<file path="src/rtl/sb_rx_deser_pkg.sv">
`default_nettype none
// ============================================================================
//  Module      : sb_pkg
//  Description : Shared types and constants for the sideband receive
//                deserializer (packet width, inter-packet gap, FSM states).
//  Revision    : 1.0 - initial release
// ============================================================================
package sb_pkg;

    localparam int SB_PKT_W  = 64;
    localparam int SB_GAP_UI = 32;

    typedef logic [63:0] sb_pkt_t;

    // Receive FSM state encoding (explicit 2-bit width)
    typedef enum logic [1:0] {
        IDLE = 2'd0,
        RECV = 2'd1,
        GAP  = 2'd2
    } sb_rx_state_e;

endpackage : sb_pkg
`default_nettype wire

</file>
<file path="src/rtl/sb_rx_deser_if.sv">
`default_nettype none
// ============================================================================
//  Module      : sb_rx_deser_if
//  Description : Valid/ready packet handoff between the sideband receive
//                deserializer (master) and the link-layer consumer (slave).
//  Signals     : pkt_data  - head-of-buffer packet        (master -> slave)
//                pkt_valid - buffer non-empty             (master -> slave)
//                pkt_ready - consumer accepts pkt_data    (slave -> master)
//  Revision    : 1.0 - initial release
// ============================================================================
interface sb_rx_deser_if #(
    parameter int PKT_W = 64
) ();

    logic [PKT_W-1:0] pkt_data;
    logic             pkt_valid;
    logic             pkt_ready;

    modport master (
        output pkt_data,
        output pkt_valid,
        input  pkt_ready
    );

    modport slave (
        input  pkt_data,
        input  pkt_valid,
        output pkt_ready
    );

endinterface : sb_rx_deser_if
`default_nettype wire

</file>
<file path="src/rtl/sb_rx_deser_fifo.sv">
`default_nettype none
// ============================================================================
//  Module      : sb_rx_fifo
//  Description : DEPTH x WIDTH synchronous FIFO with wrapping read/write
//                pointers and an occupancy count. A push while full is
//                dropped unless a pop happens in the same cycle (pop first).
//  Ports       : clk, reset_n          - clock, async active-low reset
//                push, push_data       - write request and data
//                pop                   - read request (ignored when empty)
//                full, empty           - occupancy status
//                head_data             - entry at the read pointer
//  Revision    : 1.0 - initial release
// ============================================================================
module sb_rx_fifo #(
    parameter int DEPTH = 2,
    parameter int WIDTH = 64
) (
    input  wire logic             clk,
    input  wire logic             reset_n,
    input  wire logic             push,
    input  wire logic [WIDTH-1:0] push_data,
    input  wire logic             pop,
    output logic                  full,
    output logic                  empty,
    output logic [WIDTH-1:0]      head_data
);

    // DEPTH is a power of two >= 2, so pointers wrap naturally on overflow
    localparam int PTR_W   = $clog2(DEPTH);
    localparam int COUNT_W = $clog2(DEPTH + 1);

    logic [WIDTH-1:0]   mem_q [DEPTH];
    logic [WIDTH-1:0]   mem_d [DEPTH];
    logic [PTR_W-1:0]   wr_ptr_q, wr_ptr_d;
    logic [PTR_W-1:0]   rd_ptr_q, rd_ptr_d;
    logic [COUNT_W-1:0] count_q, count_d;

    logic w_pop;
    logic w_push;

    assign full      = (count_q == COUNT_W'(DEPTH));
    assign empty     = (count_q == '0);
    assign head_data = mem_q[rd_ptr_q];

    // Pop is evaluated first so a simultaneous pop frees a slot for the push
    assign w_pop  = pop & ~empty;
    assign w_push = push & (~full | w_pop);

    always_comb begin
        mem_d    = mem_q;
        wr_ptr_d = wr_ptr_q;
        rd_ptr_d = rd_ptr_q;
        count_d  = count_q;

        if (w_push) begin
            mem_d[wr_ptr_q] = push_data;
            wr_ptr_d        = wr_ptr_q + PTR_W'(1);
        end

        if (w_pop) begin
            rd_ptr_d = rd_ptr_q + PTR_W'(1);
        end

        case ({w_push, w_pop})
            2'b10:   count_d = count_q + COUNT_W'(1);
            2'b01:   count_d = count_q - COUNT_W'(1);
            default: count_d = count_q;
        endcase
    end

    always_ff @(posedge clk or negedge reset_n) begin
        if (!reset_n) begin
            mem_q    <= '{default: '0};
            wr_ptr_q <= '0;
            rd_ptr_q <= '0;
            count_q  <= '0;
        end else begin
            mem_q    <= mem_d;
            wr_ptr_q <= wr_ptr_d;
            rd_ptr_q <= rd_ptr_d;
            count_q  <= count_d;
        end
    end

endmodule : sb_rx_fifo
`default_nettype wire

</file>
<file path="src/rtl/sb_rx_deser.sv">
`default_nettype none
// ============================================================================
//  Module      : sb_rx_deser
//  Description : Sideband receive deserializer. Collects PKT_W-bit packets
//                LSB-first from the sideband receiver, enforces a GAP_UI
//                minimum idle gap between packets and hands packets to the
//                link layer through a DEPTH-entry valid/ready buffer.
//  Ports       : clk, reset_n          - UI clock, async active-low reset
//                sb_bit_vld, sb_bit    - qualified sideband data bit
//                pkt_if (master)       - pkt_data / pkt_valid / pkt_ready
//                err_framing           - sticky gap violation / truncation
//                err_overflow          - sticky packet drop on full buffer
//                err_clr               - synchronous clear of both flags
//                busy                  - FSM not in IDLE
//  Revision    : 1.0 - initial release
// ============================================================================
module sb_rx_deser
    import sb_pkg::*;
#(
    parameter int PKT_W  = SB_PKT_W,
    parameter int GAP_UI = SB_GAP_UI,
    parameter int DEPTH  = 2
) (
    input  wire logic     clk,
    input  wire logic     reset_n,
    input  wire logic     sb_bit_vld,
    input  wire logic     sb_bit,
    sb_rx_deser_if.master pkt_if,
    output logic          err_framing,
    output logic          err_overflow,
    input  wire logic     err_clr,
    output logic          busy
);

    localparam int CNT_W = $clog2(PKT_W);
    localparam int GAP_W = $clog2(GAP_UI + 1);

    sb_rx_state_e     state_q, state_d;
    logic [CNT_W-1:0] bit_cnt_q, bit_cnt_d;
    logic [GAP_W-1:0] gap_cnt_q, gap_cnt_d;
    logic [PKT_W-1:0] shift_q, shift_d;
    logic             err_framing_q, err_framing_d;
    logic             err_overflow_q, err_overflow_d;

    logic             w_last_bit;
    logic             w_push;
    logic [PKT_W-1:0] w_push_data;
    logic             w_framing_set;
    logic             w_overflow_set;
    logic             w_fifo_full;
    logic             w_fifo_empty;
    logic             w_pop;

    // Final UI of a packet: the assembled word goes straight to the buffer
    assign w_last_bit  = (state_q == RECV) && sb_bit_vld
                         && (bit_cnt_q == CNT_W'(PKT_W - 1));
    assign w_push_data = {sb_bit, shift_q[PKT_W-2:0]};

    // ------------------------------------------------------------------
    // State register
    // ------------------------------------------------------------------
    always_ff @(posedge clk or negedge reset_n) begin
        if (!reset_n) begin
            state_q        <= IDLE;
            bit_cnt_q      <= '0;
            gap_cnt_q      <= '0;
            shift_q        <= '0;
            err_framing_q  <= 1'b0;
            err_overflow_q <= 1'b0;
        end else begin
            state_q        <= state_d;
            bit_cnt_q      <= bit_cnt_d;
            gap_cnt_q      <= gap_cnt_d;
            shift_q        <= shift_d;
            err_framing_q  <= err_framing_d;
            err_overflow_q <= err_overflow_d;
        end
    end

    // ------------------------------------------------------------------
    // Next-state and datapath logic
    // ------------------------------------------------------------------
    always_comb begin
        state_d       = state_q;
        bit_cnt_d     = bit_cnt_q;
        gap_cnt_d     = gap_cnt_q;
        shift_d       = shift_q;
        w_framing_set = 1'b0;

        case (state_q)
            IDLE: begin
                if (sb_bit_vld) begin
                    shift_d   = {{(PKT_W-1){1'b0}}, sb_bit};
                    bit_cnt_d = CNT_W'(1);
                    state_d   = RECV;
                end
            end

            RECV: begin
                if (sb_bit_vld) begin
                    if (w_last_bit) begin
                        bit_cnt_d = '0;
                        gap_cnt_d = '0;
                        state_d   = GAP;
                    end else begin
                        shift_d[bit_cnt_q] = sb_bit;
                        bit_cnt_d          = bit_cnt_q + CNT_W'(1);
                    end
                end else begin
                    // Truncated packet: the idle UI that exposed it counts
                    // as the first gap UI.
                    w_framing_set = 1'b1;
                    bit_cnt_d     = '0;
                    gap_cnt_d     = GAP_W'(1);
                    state_d       = GAP;
                end
            end

            GAP: begin
                if (sb_bit_vld) begin
                    // Gap too short: flag it but still receive the packet
                    w_framing_set = 1'b1;
                    shift_d       = {{(PKT_W-1){1'b0}}, sb_bit};
                    bit_cnt_d     = CNT_W'(1);
                    state_d       = RECV;
                end else begin
                    if (gap_cnt_q < GAP_W'(GAP_UI)) begin
                        gap_cnt_d = gap_cnt_q + GAP_W'(1);
                    end
                    // Leaving as the count reaches GAP_UI lets the next UI
                    // (GAP_UI+1 after the last bit) start a packet in IDLE.
                    if (gap_cnt_d == GAP_W'(GAP_UI)) begin
                        state_d = IDLE;
                    end
                end
            end

            default: begin
                state_d   = IDLE;
                bit_cnt_d = '0;
                gap_cnt_d = '0;
            end
        endcase

        // Sticky flags: a new event in the same cycle as err_clr wins
        err_framing_d  = (err_framing_q  & ~err_clr) | w_framing_set;
        err_overflow_d = (err_overflow_q & ~err_clr) | w_overflow_set;
    end

    // ------------------------------------------------------------------
    // Output logic
    // ------------------------------------------------------------------
    always_comb begin
        busy           = (state_q != IDLE);
        w_push         = w_last_bit;
        w_pop          = pkt_if.pkt_valid & pkt_if.pkt_ready;
        // A pop in the same cycle makes room, so only a blocked push drops
        w_overflow_set = w_push & w_fifo_full & ~w_pop;
        err_framing    = err_framing_q;
        err_overflow   = err_overflow_q;
    end

    assign pkt_if.pkt_valid = ~w_fifo_empty;

    sb_rx_fifo #(
        .DEPTH (DEPTH),
        .WIDTH (PKT_W)
    ) u_fifo (
        .clk       (clk),
        .reset_n   (reset_n),
        .push      (w_push),
        .push_data (w_push_data),
        .pop       (w_pop),
        .full      (w_fifo_full),
        .empty     (w_fifo_empty),
        .head_data (pkt_if.pkt_data)
    );

endmodule : sb_rx_deser
`default_nettype wire

</file>
<file path="src/flat_wrapper.sv">
// flat-port wrapper written by rule: the top's interface ports become plain ports
module sb_rx_deser_flat import sb_pkg::*;
#(
    parameter int PKT_W  = SB_PKT_W,
    parameter int GAP_UI = SB_GAP_UI,
    parameter int DEPTH  = 2
)
  (clk, reset_n, sb_bit_vld, sb_bit, err_framing, err_overflow, err_clr, busy, pkt_if_pkt_data, pkt_if_pkt_valid, pkt_if_pkt_ready);
  sb_rx_deser_if #(.PKT_W(PKT_W)) pkt_if_i ();
  input  wire logic clk;
  input  wire logic reset_n;
  input  wire logic sb_bit_vld;
  input  wire logic sb_bit;
  output logic err_framing;
  output logic err_overflow;
  input  wire logic err_clr;
  output logic busy;
  output wire logic [$bits(pkt_if_i.pkt_data)-1:0] pkt_if_pkt_data;
  output wire logic [$bits(pkt_if_i.pkt_valid)-1:0] pkt_if_pkt_valid;
  input wire logic [$bits(pkt_if_i.pkt_ready)-1:0] pkt_if_pkt_ready;
  assign pkt_if_pkt_data = pkt_if_i.pkt_data;
  assign pkt_if_pkt_valid = pkt_if_i.pkt_valid;
  assign pkt_if_i.pkt_ready = pkt_if_pkt_ready;
  sb_rx_deser #(.PKT_W(PKT_W), .GAP_UI(GAP_UI), .DEPTH(DEPTH)) u_core (.clk(clk), .reset_n(reset_n), .sb_bit_vld(sb_bit_vld), .sb_bit(sb_bit), .pkt_if(pkt_if_i), .err_framing(err_framing), .err_overflow(err_overflow), .err_clr(err_clr), .busy(busy));
endmodule
</file>
<file path="config.mk">
export PLATFORM = sky130hd
export DESIGN_NAME = sb_rx_deser_flat
export DESIGN_NICKNAME = d
export VERILOG_FILES = /design/src/rtl/sb_rx_deser_pkg.sv /design/src/rtl/sb_rx_deser_if.sv /design/src/rtl/sb_rx_deser_fifo.sv /design/src/rtl/sb_rx_deser.sv /design/src/flat_wrapper.sv
export SDC_FILE = /design/constraint.sdc
export NUM_CORES = 1
export LEC_CHECK = 0
export ABC_AREA = 1
export BUFFER_PORTS_ARGS = -buffer_cell sky130_fd_sc_hd__buf_2
export CAP_MARGIN = 15
export CORE_MARGIN = 4
export CORE_UTILIZATION = 40
export CTS_CLUSTER_DIAMETER = 100
export DETAILED_ROUTE_END_ITERATION = 12
export HOLD_SLACK_MARGIN = 0.02
export PLACE_DENSITY = 0.63
export SKIP_LAST_GASP = 1
export SLEW_MARGIN = 5
export SYNTH_ARGS = -nofsm -noshare
export SYNTH_HDL_FRONTEND = slang
export SYNTH_SLANG_ARGS = --single-unit
</file>
<file path="constraint.sdc">
create_clock -name clk -period 2.7 [get_ports clk]
set_clock_uncertainty 0.2 [all_clocks]
set_input_delay 0.135 -clock clk [delete_from_list [all_inputs] [get_ports clk]]
set_output_delay 0.135 -clock clk [all_outputs]
set_load 0.02 [all_outputs]
</file>
# ---- Word-level counts from Yosys, hierarchy flattened
# Cells that the tools add are included.
# Widths: inputs -> output; s select.
dict set report totals {
  out_inout_bits 68
  input_bits 6
  register_bits 212
}
dict set report classes {
  n_eq_ne 14
  magnitude_cmp 6
  n_bitwise 17
  reduce_logical 13
  n_mux 34
  add_sub_neg 6
}
# operator n
set ops {}
lappend ops {{$mux 64} 7}
lappend ops {{$bwmux 128} 1}
lappend ops {{$pmux 64 s2} 1}
lappend ops {{$bwmux 64} 1}
lappend ops {{$demux 64 s1} 1}
lappend ops {{$mux 6} 9}
lappend ops {{$pmux 6 s3} 1}
lappend ops {{$add 6x1->6 const B} 2}
lappend ops {{$eq 6x6->1 const B} 2}
lappend ops {{$pmux 6 s2} 1}
lappend ops {{$mux 2} 5}
lappend ops {{$ne 2x2->1 const B} 4}
lappend ops {{$and 1x1->1} 7}
lappend ops {{$lt 6x7->1 const B} 1}
lappend ops {{$demux 1 s6} 1}
lappend ops {{$eq 2x2->1 const B} 3}
lappend ops {{$ge 6x1->1 const B} 1}
lappend ops {{$lt 6x6->1 const B} 1}
lappend ops {{$pmux 2 s3} 1}
lappend ops {{$reduce_and 3->1} 2}
lappend ops {{$reduce_bool 2->1} 3}
lappend ops {{$not 1->1} 5}
lappend ops {{$eq 2x1->1 const B} 2}
lappend ops {{$ge 2x2->1 const B} 2}
lappend ops {{16 further kinds} 26}

# ---- Logic depth before layout (Yosys ltp)
# Gate-level depths: netlist of the first run.
dict set report logic_depth {
  word_depth 8
  depth_mapped 12
  mapped_depth_nobuf 11
}

# ---- Modules after synthesis
# Synthesis of the first run repeated with hierarchy kept, for this count alone.
dict set report hier_totals {
  cells_unflattened 1375
  hier_area_um2 10687.8
}
# module instances cells_each area_each_um2
set modules_own_cells {}
lappend modules_own_cells {sb_rx_fifo 1 803 6361.1}
lappend modules_own_cells {sb_rx_deser 1 572 4326.6}

# ---- Least setup slack after synthesis of the first run
# Ideal clock, no wire load.
dict set report synth_path {
  kind {register to register}
  startpoint {reg u_core.state_q[0]}
  endpoint {reg u_core.shift_q[10]}
  path_slack_ps 676
  arrival_time_ps 1741
  path_stages_with_launch 8
  required_time_ps 2417
  path_buffers 2
  path_cell_list {dfrtp_1 > inv_1 > ha_1 > nor2_1 > clkbuf_1 > nand4_1 > clkbuf_1 > o22ai_1}
}
dict set report synth_via {
  elab_chain_cells 5
  word_cells_on_any_way 12
}
# element line_no
set synth_rtl {}
lappend synth_rtl {{start, declared} sb_rx_deser.sv:38} ;# sb_rx_state_e state_q, state_d;
lappend synth_rtl {{start signal, assigned} sb_rx_deser.sv:71} ;# state_q <= state_d;
lappend synth_rtl {{$eq 2x1->1} {sb_rx_deser.sv:55, sb_rx_deser.sv:90}}
lappend synth_rtl {{$logic_and 1x1->1} sb_rx_deser.sv:55} ;# assign w_last_bit = (state_q == RECV) && sb_bit_vld
lappend synth_rtl {{$logic_and 1x1->1} sb_rx_deser.sv:56} ;# && (bit_cnt_q == CNT_W'(PKT_W - 1));
lappend synth_rtl {{$ne 2x2->1 (no line)} --}
lappend synth_rtl {{$reduce_and 4->1 (no line)} --}
lappend synth_rtl {{end signal, assigned} sb_rx_deser.sv:74} ;# shift_q <= shift_d;
lappend synth_rtl {{end, declared} sb_rx_deser.sv:41} ;# logic [PKT_W-1:0] shift_q, shift_d;
# Several ways; a longest one is shown, not always the timed one.
# A chain may end at the register's enable or synchronous reset.

# ---- Worst setup path after layout of the first run
dict set report layout_path {
  startpoint {reg u_core.state_q[1]}
  endpoint {reg u_core.u_fifo.mem_q[103] (netlist name)}
}
dict set report layout_via {
  elab_chain_cells 4
}
# element line_no
set layout_rtl {}
lappend layout_rtl {{$eq 2x1->1} sb_rx_deser.sv:55}
lappend layout_rtl {{$logic_and 1x1->1} sb_rx_deser.sv:55}
lappend layout_rtl {{$logic_and 1x1->1} sb_rx_deser.sv:56}
lappend layout_rtl {{$and 1x1->1} sb_rx_deser_fifo.sv:47} ;# assign w_push = push & (~full | w_pop);
lappend layout_rtl {{end signal, assigned} sb_rx_deser_fifo.sv:78} ;# mem_q <= mem_d;
lappend layout_rtl {{end, declared} sb_rx_deser_fifo.sv:32} ;# logic [WIDTH-1:0] mem_q [DEPTH];
# No other way between the ends.

==> impl_metrics.env, run 1 <==
export IMPL_initial_core_util_pct=40.8
export IMPL_power_density_nw_per_um2=779
export IMPL_die_y_um=166
export IMPL_die_area_um2=27500
export IMPL_n_fill_cell=2385
export IMPL_ir_worst_vdd_mv=0.587
export IMPL_grt_setup_unrepaired="no"
export IMPL_ant_nets=0
export IMPL_chipWidth_um=166
export IMPL_grt_antenna_before_repair=0
export IMPL_setup_tns_final_ps=0
export IMPL_synth_distinct_cells=28
export IMPL_cp_slowest_cell="buf_6"
export IMPL_htree_levels=1
export IMPL_cts_tree="yes"
export IMPL_hold_viol=0
export IMPL_status="completed"
export IMPL_drt_pre_antenna_iters=5
export IMPL_yosysWarningCount=0
export IMPL_totalWireLength_um=23600
export IMPL_syn_area_um2=9960
export IMPL_crit_chain="inv_1 -> ha_1 -> nand2_1 -> inv_2 -> nand3_4 -> clkinv_2 -> nand2_2 -> or2_4 -> buf_6 -> nand2_1 -> o21ai_2"
export IMPL_yosys_area_top_type="dfrtp_1"
export IMPL_grt_pass1_vias=7821
export IMPL_fin_util_pct=47.2
export IMPL_gr_usage_all_layers_pct=17.1
export IMPL_yosysSeqAreaShare_pct=53.0
export IMPL_cts_root_buf="clkbuf_16"
export IMPL_reg2reg_from="u_core.state_q[1]"
export IMPL_cts_num_sinks=211
export IMPL_slew_viol_final=0
export IMPL_holdWs_ps=45.6
export IMPL_arrival_ps=2610
export IMPL_core_um2=24400
export IMPL_leakage_uw=0.00549
export IMPL_io_buffers=73
export IMPL_place_inst=1555
export IMPL_num_antenna_cells=0
export IMPL_place_hpwl_um=14800
export IMPL_synth_seq_cells=211
export IMPL_fmax_mhz=422
export IMPL_avgSynthCellArea_um2=8.26
export IMPL_cts_buffer_depth=3
export IMPL_maxSlewHeadroom_pct=52.2
export IMPL_layout_drive_gt1_share_pct=15.9
export IMPL_synth_nets=1220
export IMPL_synth_top_area_share_pct=53.0
export IMPL_dr_first_iter_drc_count=653
export IMPL_required_ps=2940
export IMPL_critPathLaunch="u_core.state_q[1]"
export IMPL_fin_ws_ps=330
export IMPL_final_period_utilization_pct=87.8
export IMPL_hold_path_class="input port to asynchronous set/reset pin"
export IMPL_critPathMaxFanout=66
export IMPL_vias_per_cell=4.98
export IMPL_via_count=7976
export IMPL_wire_per_inst_um=14.7
export IMPL_grt_pass1_wl_um=40100
export IMPL_cts_made_buffers=24
export IMPL_final_cells=1602
export IMPL_grt_max_degree=85
export IMPL_fp_row_count=57
export IMPL_crit_path_start_kind="flop"
export IMPL_yosys_top_cells_area="dfrtp_1 53%, nand2_1 14%, inv_1 5.8%"
export IMPL_syn_to_final_growth_pct=15.5
export IMPL_gp_congestion=0.864
export IMPL_synthCells=1206
export IMPL_endpoint_kind="flop"
export IMPL_drc=0
export IMPL_ioPinCount=74
export IMPL_worst_pin_slew_ps=717
export IMPL_critPathKind="flop to flop"
export IMPL_place_ws_ps=218
export IMPL_cpMostUsedCell="nand2_1"
export IMPL_grt_ovfl_total=0
export IMPL_maxCapViolations=0
export IMPL_clk_insertion_delay_late_ps=510
export IMPL_setup_violations=0
export IMPL_post_cts_setup_buffers=0
export IMPL_clkSlewWorstSetupHoldPaths_ps=70
export IMPL_nNetsFinal=1277
export IMPL_min_period_ps=2370
export IMPL_critPathMaxStageDelay_ps=430
==> cell usage in the layout, fill, tap and decap left out, drive strengths merged <==
master       instances
xor2                 3
nand4                5
clkbuf              37
buf                 88
clkinv               2
a21oi               72
or2                  1
xnor2                1
ha                   8
o22ai               64
dlygate4sd3          6
a21o                 1
a22oi                2
o21bai               1
nand3               19
nand2              380
o21ai              139
nor2                77
inv                158
dfrtp              211
bufinv               3
==> cells in the mapped netlist (all sizes together) <==
cell and count:
nand2 380, dfrtp 211, inv 157, o21ai 139, nor2 77, a21oi 72
o22ai 64, clkbuf 41, buf 23, nand3 19, ha 8, nand4 5
xor2 3, a22oi 2, a21o 1, clkinv 1, o21bai 1, or2 1
xnor2 1
==> logic make-up after synthesis <==
| family | synth area share, % |
|---|---|
| adder cells (fa/ha/maj) | 1.00 |
| AO/OA/AOI/OAI | 17.0 |
| AND/OR/NAND/NOR | 19.2 |
| buffers and inverters | 9.47 |
| flip-flops | 53.0 |
| XOR/XNOR | 0.352 |
==> cell type report <==
type	instances	area [um2]	area share, %
tap	324	405	3.52
inverter	158	594	5.16
clock inverter	5	106	0.924
multi-input combinational	773	3760	32.7
timing repair buffer	95	646	5.61
clock buffer	36	717	6.23
sequential	211	5280	45.9
==> worst max-delay path, delay by kind of cell (launching register included) <==
kind / cells / cell delay [ps]
fa+ha+maj: 1 / 220
flops: 1 / 420
simple gates: 5 / 590
buf+inv: 4 / 720
compound gates: 1 / 80
==> state kept, by name (all words and copies together), names as in the netlist <==
| name | flops |
|---|---|
| u_core.u_fifo.mem_q | 128 |
| u_core.shift_q | 63 |
| u_core.bit_cnt_q | 6 |
| u_core.gap_cnt_q | 6 |
| u_core.state_q | 2 |
| u_core.u_fifo.count_q | 2 |
| u_core.err_framing | 1 |
| u_core.err_overflow | 1 |
| u_core.u_fifo.rd_ptr_q | 1 |
| u_core.u_fifo.wr_ptr_q | 1 |
==> repair_timing <==
item	CTS	global route
hold endpoints to repair	129	0
endpoints found under the setup margin	0	7
gates resized for setup	0	1
hold buffers	6	0
==> worst paths after layout <==
check | end | slack [ps] | depth (start not counted)
setup reg to reg | u_core.u_fifo.mem_q[103] | 330 | 11
max in group asynchronous | u_core.u_fifo.mem_q[52] | 1510 | 3
min in group clk | u_core.err_framing | 260 | 3
hold / removal | u_core.u_fifo.mem_q[73] | 50 | 2
setup / recovery | u_core.u_fifo.mem_q[103] | 330 | 11
hold reg to reg | u_core.u_fifo.mem_q[32] | 280 | 2
==> metal layers <==
layer | GRT usage (%) | part of all wire (%) | up-vias
met5 | 0 | 0 | -
met3 | 2.93 | 5.2 | 45
met1 | 23.7 | 46 | 3756
li1 | - | - | 3965
met4 | 4.48 | 2.5 | 0
met2 | 28.2 | 46 | 210
==> per-stage QoR <==
stage	cell area, um2	total power [uW]
6_report	11500	8970
5_1_grt	11500	9430
4_1_cts	11500	9060
3_5_place_dp	10600	5620
3_3_place_gp	10600	5590
2_1_floorplan	9960	4890
==> power breakdown <==
group,internal (uW),leakage [uW],switching [uW]
clock,2110,0.000403,1280
combinational,605,0.00215,1620
sequential,3250,0.00293,97.6
total,5970,0.00549,3000
Note: power is estimated with default switching activity, not from simulation.
==> run 2, diff against run 1 <==
--- a/config.mk
+++ b/config.mk
@@ -8,5 +8,5 @@
 export ABC_AREA = 1
 export BUFFER_PORTS_ARGS = -buffer_cell sky130_fd_sc_hd__buf_2
-export CAP_MARGIN = 15
+export CAP_MARGIN = 20
 export CORE_MARGIN = 4
 export CORE_UTILIZATION = 40
==> constraint.sdc (replaced) <==
create_clock -name clk -period 2.7 [get_ports clk]
set_clock_uncertainty 0.2 [all_clocks]
set_input_delay 0.27 -clock clk [delete_from_list [all_inputs] [get_ports clk]]
set_output_delay 0.27 -clock clk [all_outputs]
set_load 0.02 [all_outputs]
==> impl_metrics.env, run 2 (synthesis results as in run 1) <==
export IMPL_hold_viol=0
export IMPL_slew_viol_final=0
export IMPL_die_area_um2=27500
export IMPL_power_density_nw_per_um2=761
export IMPL_setup_violations=0
export IMPL_drt_pre_antenna_iters=5
export IMPL_cts_num_sinks=211
export IMPL_grt_pass1_vias=7384
export IMPL_grt_antenna_before_repair=0
export IMPL_final_cell_mix="366 x nand2_1, 210 x dfrtp_1, 154 x inv_1, 75 x nor2_1, 75 x o21ai_0"
export IMPL_maxCapViolations=0
export IMPL_wire_per_inst_um=14.4
export IMPL_leakage_uw=0.00548
export IMPL_critPathKind="flop to flop"
export IMPL_dr_first_iter_drc_count=569
export IMPL_ir_worst_vdd_mv=0.464
export IMPL_nNetsFinal=1280
export IMPL_setup_tns_final_ps=0
export IMPL_drc=0
export IMPL_ant_nets=0
export IMPL_post_cts_setup_buffers=0
export IMPL_syn_to_final_growth_pct=15.2
export IMPL_hold_path_class="input port to asynchronous set/reset pin"
export IMPL_vias_per_cell=4.86
export IMPL_grt_pass1_wl_um=39400
export IMPL_chipWidth_um=166
export IMPL_grt_max_degree=67
export IMPL_io_buffers=73
export IMPL_cts_made_buffers=24
export IMPL_place_hpwl_um=14700
export IMPL_reg2reg_setup_slack_ps=460
export IMPL_gr_usage_all_layers_pct=16.9
export IMPL_num_antenna_cells=0
export IMPL_cts_root_buf="clkbuf_16"
export IMPL_largestRegisters="u_core.u_fifo.mem_q x128, u_core.shift_q x63"
export IMPL_gp_congestion=0.829
export IMPL_top_register="u_core.u_fifo.mem_q"
export IMPL_totalWireLength_um=23100
export IMPL_cts_tree="yes"
export IMPL_cts_buffer_depth=3
export IMPL_crit_path_start_kind="flop"
export IMPL_fmax_mhz=446
export IMPL_min_period_ps=2240
export IMPL_grt_setup_unrepaired="no"
export IMPL_ioPinCount=74
export IMPL_initial_core_util_pct=40.8
export IMPL_grt_ovfl_total=0
export IMPL_largest_register_ffs=128
export IMPL_layout_drive_gt1_share_pct=16.3
export IMPL_fp_row_count=57
export IMPL_place_inst=1558
export IMPL_core_um2=24400
export IMPL_endpoint_kind="flop"
export IMPL_maxSlewHeadroom_pct=59.4
export IMPL_die_y_um=166
export IMPL_clkSlewWorstSetupHoldPaths_ps=60
export IMPL_required_ps=2890
export IMPL_clk_insertion_delay_late_ps=520
export IMPL_via_count=7811
export IMPL_final_common_cell="nand2_1"
export IMPL_critPathMaxFanout=66
export IMPL_status="completed"
export IMPL_final_cells=1608
export IMPL_arrival_ps=2430
export IMPL_n_fill_cell=2415
export IMPL_worst_pin_slew_ps=608
export IMPL_htree_levels=1
export IMPL_final_period_utilization_pct=83.0
run 2: cell types whose count changed in the layout (fill, tap and decap cells not counted), sizes merged:
cell	previous run	this run
buf	88	91
bufinv	3	1
clkbuf	37	35
clkinv	2	7
clkinvlp	0	2
run 2: layer usage:
metal	up-vias	wire length [um]	global-route usage [%]
li1	3957	-	-
met1	3679	11000	23.9
met2	146	10700	27.9
met3	29	997	2.57
met4	0	396	3.26
met5	-	0	0
run 2: final timing paths:
| check | from | to | cells past startpoint |
|---|---|---|---|
| hold reg to reg | u_core.u_fifo.mem_q[90] | u_core.u_fifo.mem_q[90] | 2 |
| hold / removal | reset_n | u_core.u_fifo.mem_q[13] | 2 |
| min in group clk | u_core.u_fifo.mem_q[90] | u_core.u_fifo.mem_q[90] | 2 |
| setup reg to reg | u_core.bit_cnt_q[0] | u_core.u_fifo.mem_q[102] | 10 |
| max in group asynchronous | reset_n | u_core.u_fifo.mem_q[28] | 3 |
| setup / recovery | u_core.bit_cnt_q[0] | u_core.u_fifo.mem_q[102] | 10 |
run 2: final cells by class:
cell class	count	area [um2]	share of cell area (%)
inverters	158	594	5.18
repair buffers	98	664	5.79
multi-input cells	773	3760	32.8
clock inverters	10	83.8	0.730
flip-flops and latches	211	5280	46.0
well taps	324	405	3.53
clock buffers	34	689	6.00
run 2: through the flow:
stage | total power, uW | utilization (%) | hold slack, ps | instance area, um2 | setup slack (ps)
6_report | 8730 | 47.1 | 126 | 11500 | 460
5_1_grt | 9250 | 47.1 | 162 | 11500 | 297
4_1_cts | 8840 | 47.1 | 131 | 11500 | 448
3_5_place_dp | 5630 | 43.7 | 94.3 | 10600 | 506
3_3_place_gp | 5600 | 43.7 | 97.7 | 10600 | 564
2_1_floorplan | 4890 | - | -226 | 9960 | 676
run 2: report_power, final:
part,leakage (uW),switching [uW],internal [uW],total [uW]
registers,0.00293,96.1,3260,3350
clock network,0.000379,1290,1880,3160
logic,0.00217,1590,628,2220
run 2: repair_timing:
item / in CTS / in global routing
setup endpoints to repair: 0 / 0
resized for setup: 0 / 0
hold buffers: 6 / 0
hold endpoints to repair: 121 / 0
run 2: critical path: stages, from the launching register on:
cell	delay [ps]
dfrtp_1	480
ha_1	230
nand2_2	100
nor2_8	130
nand3_4	100
clkinv_2	80
nand2_2	60
or2_4	260
buf_12	190
nand2_1	140
o21ai_2	60
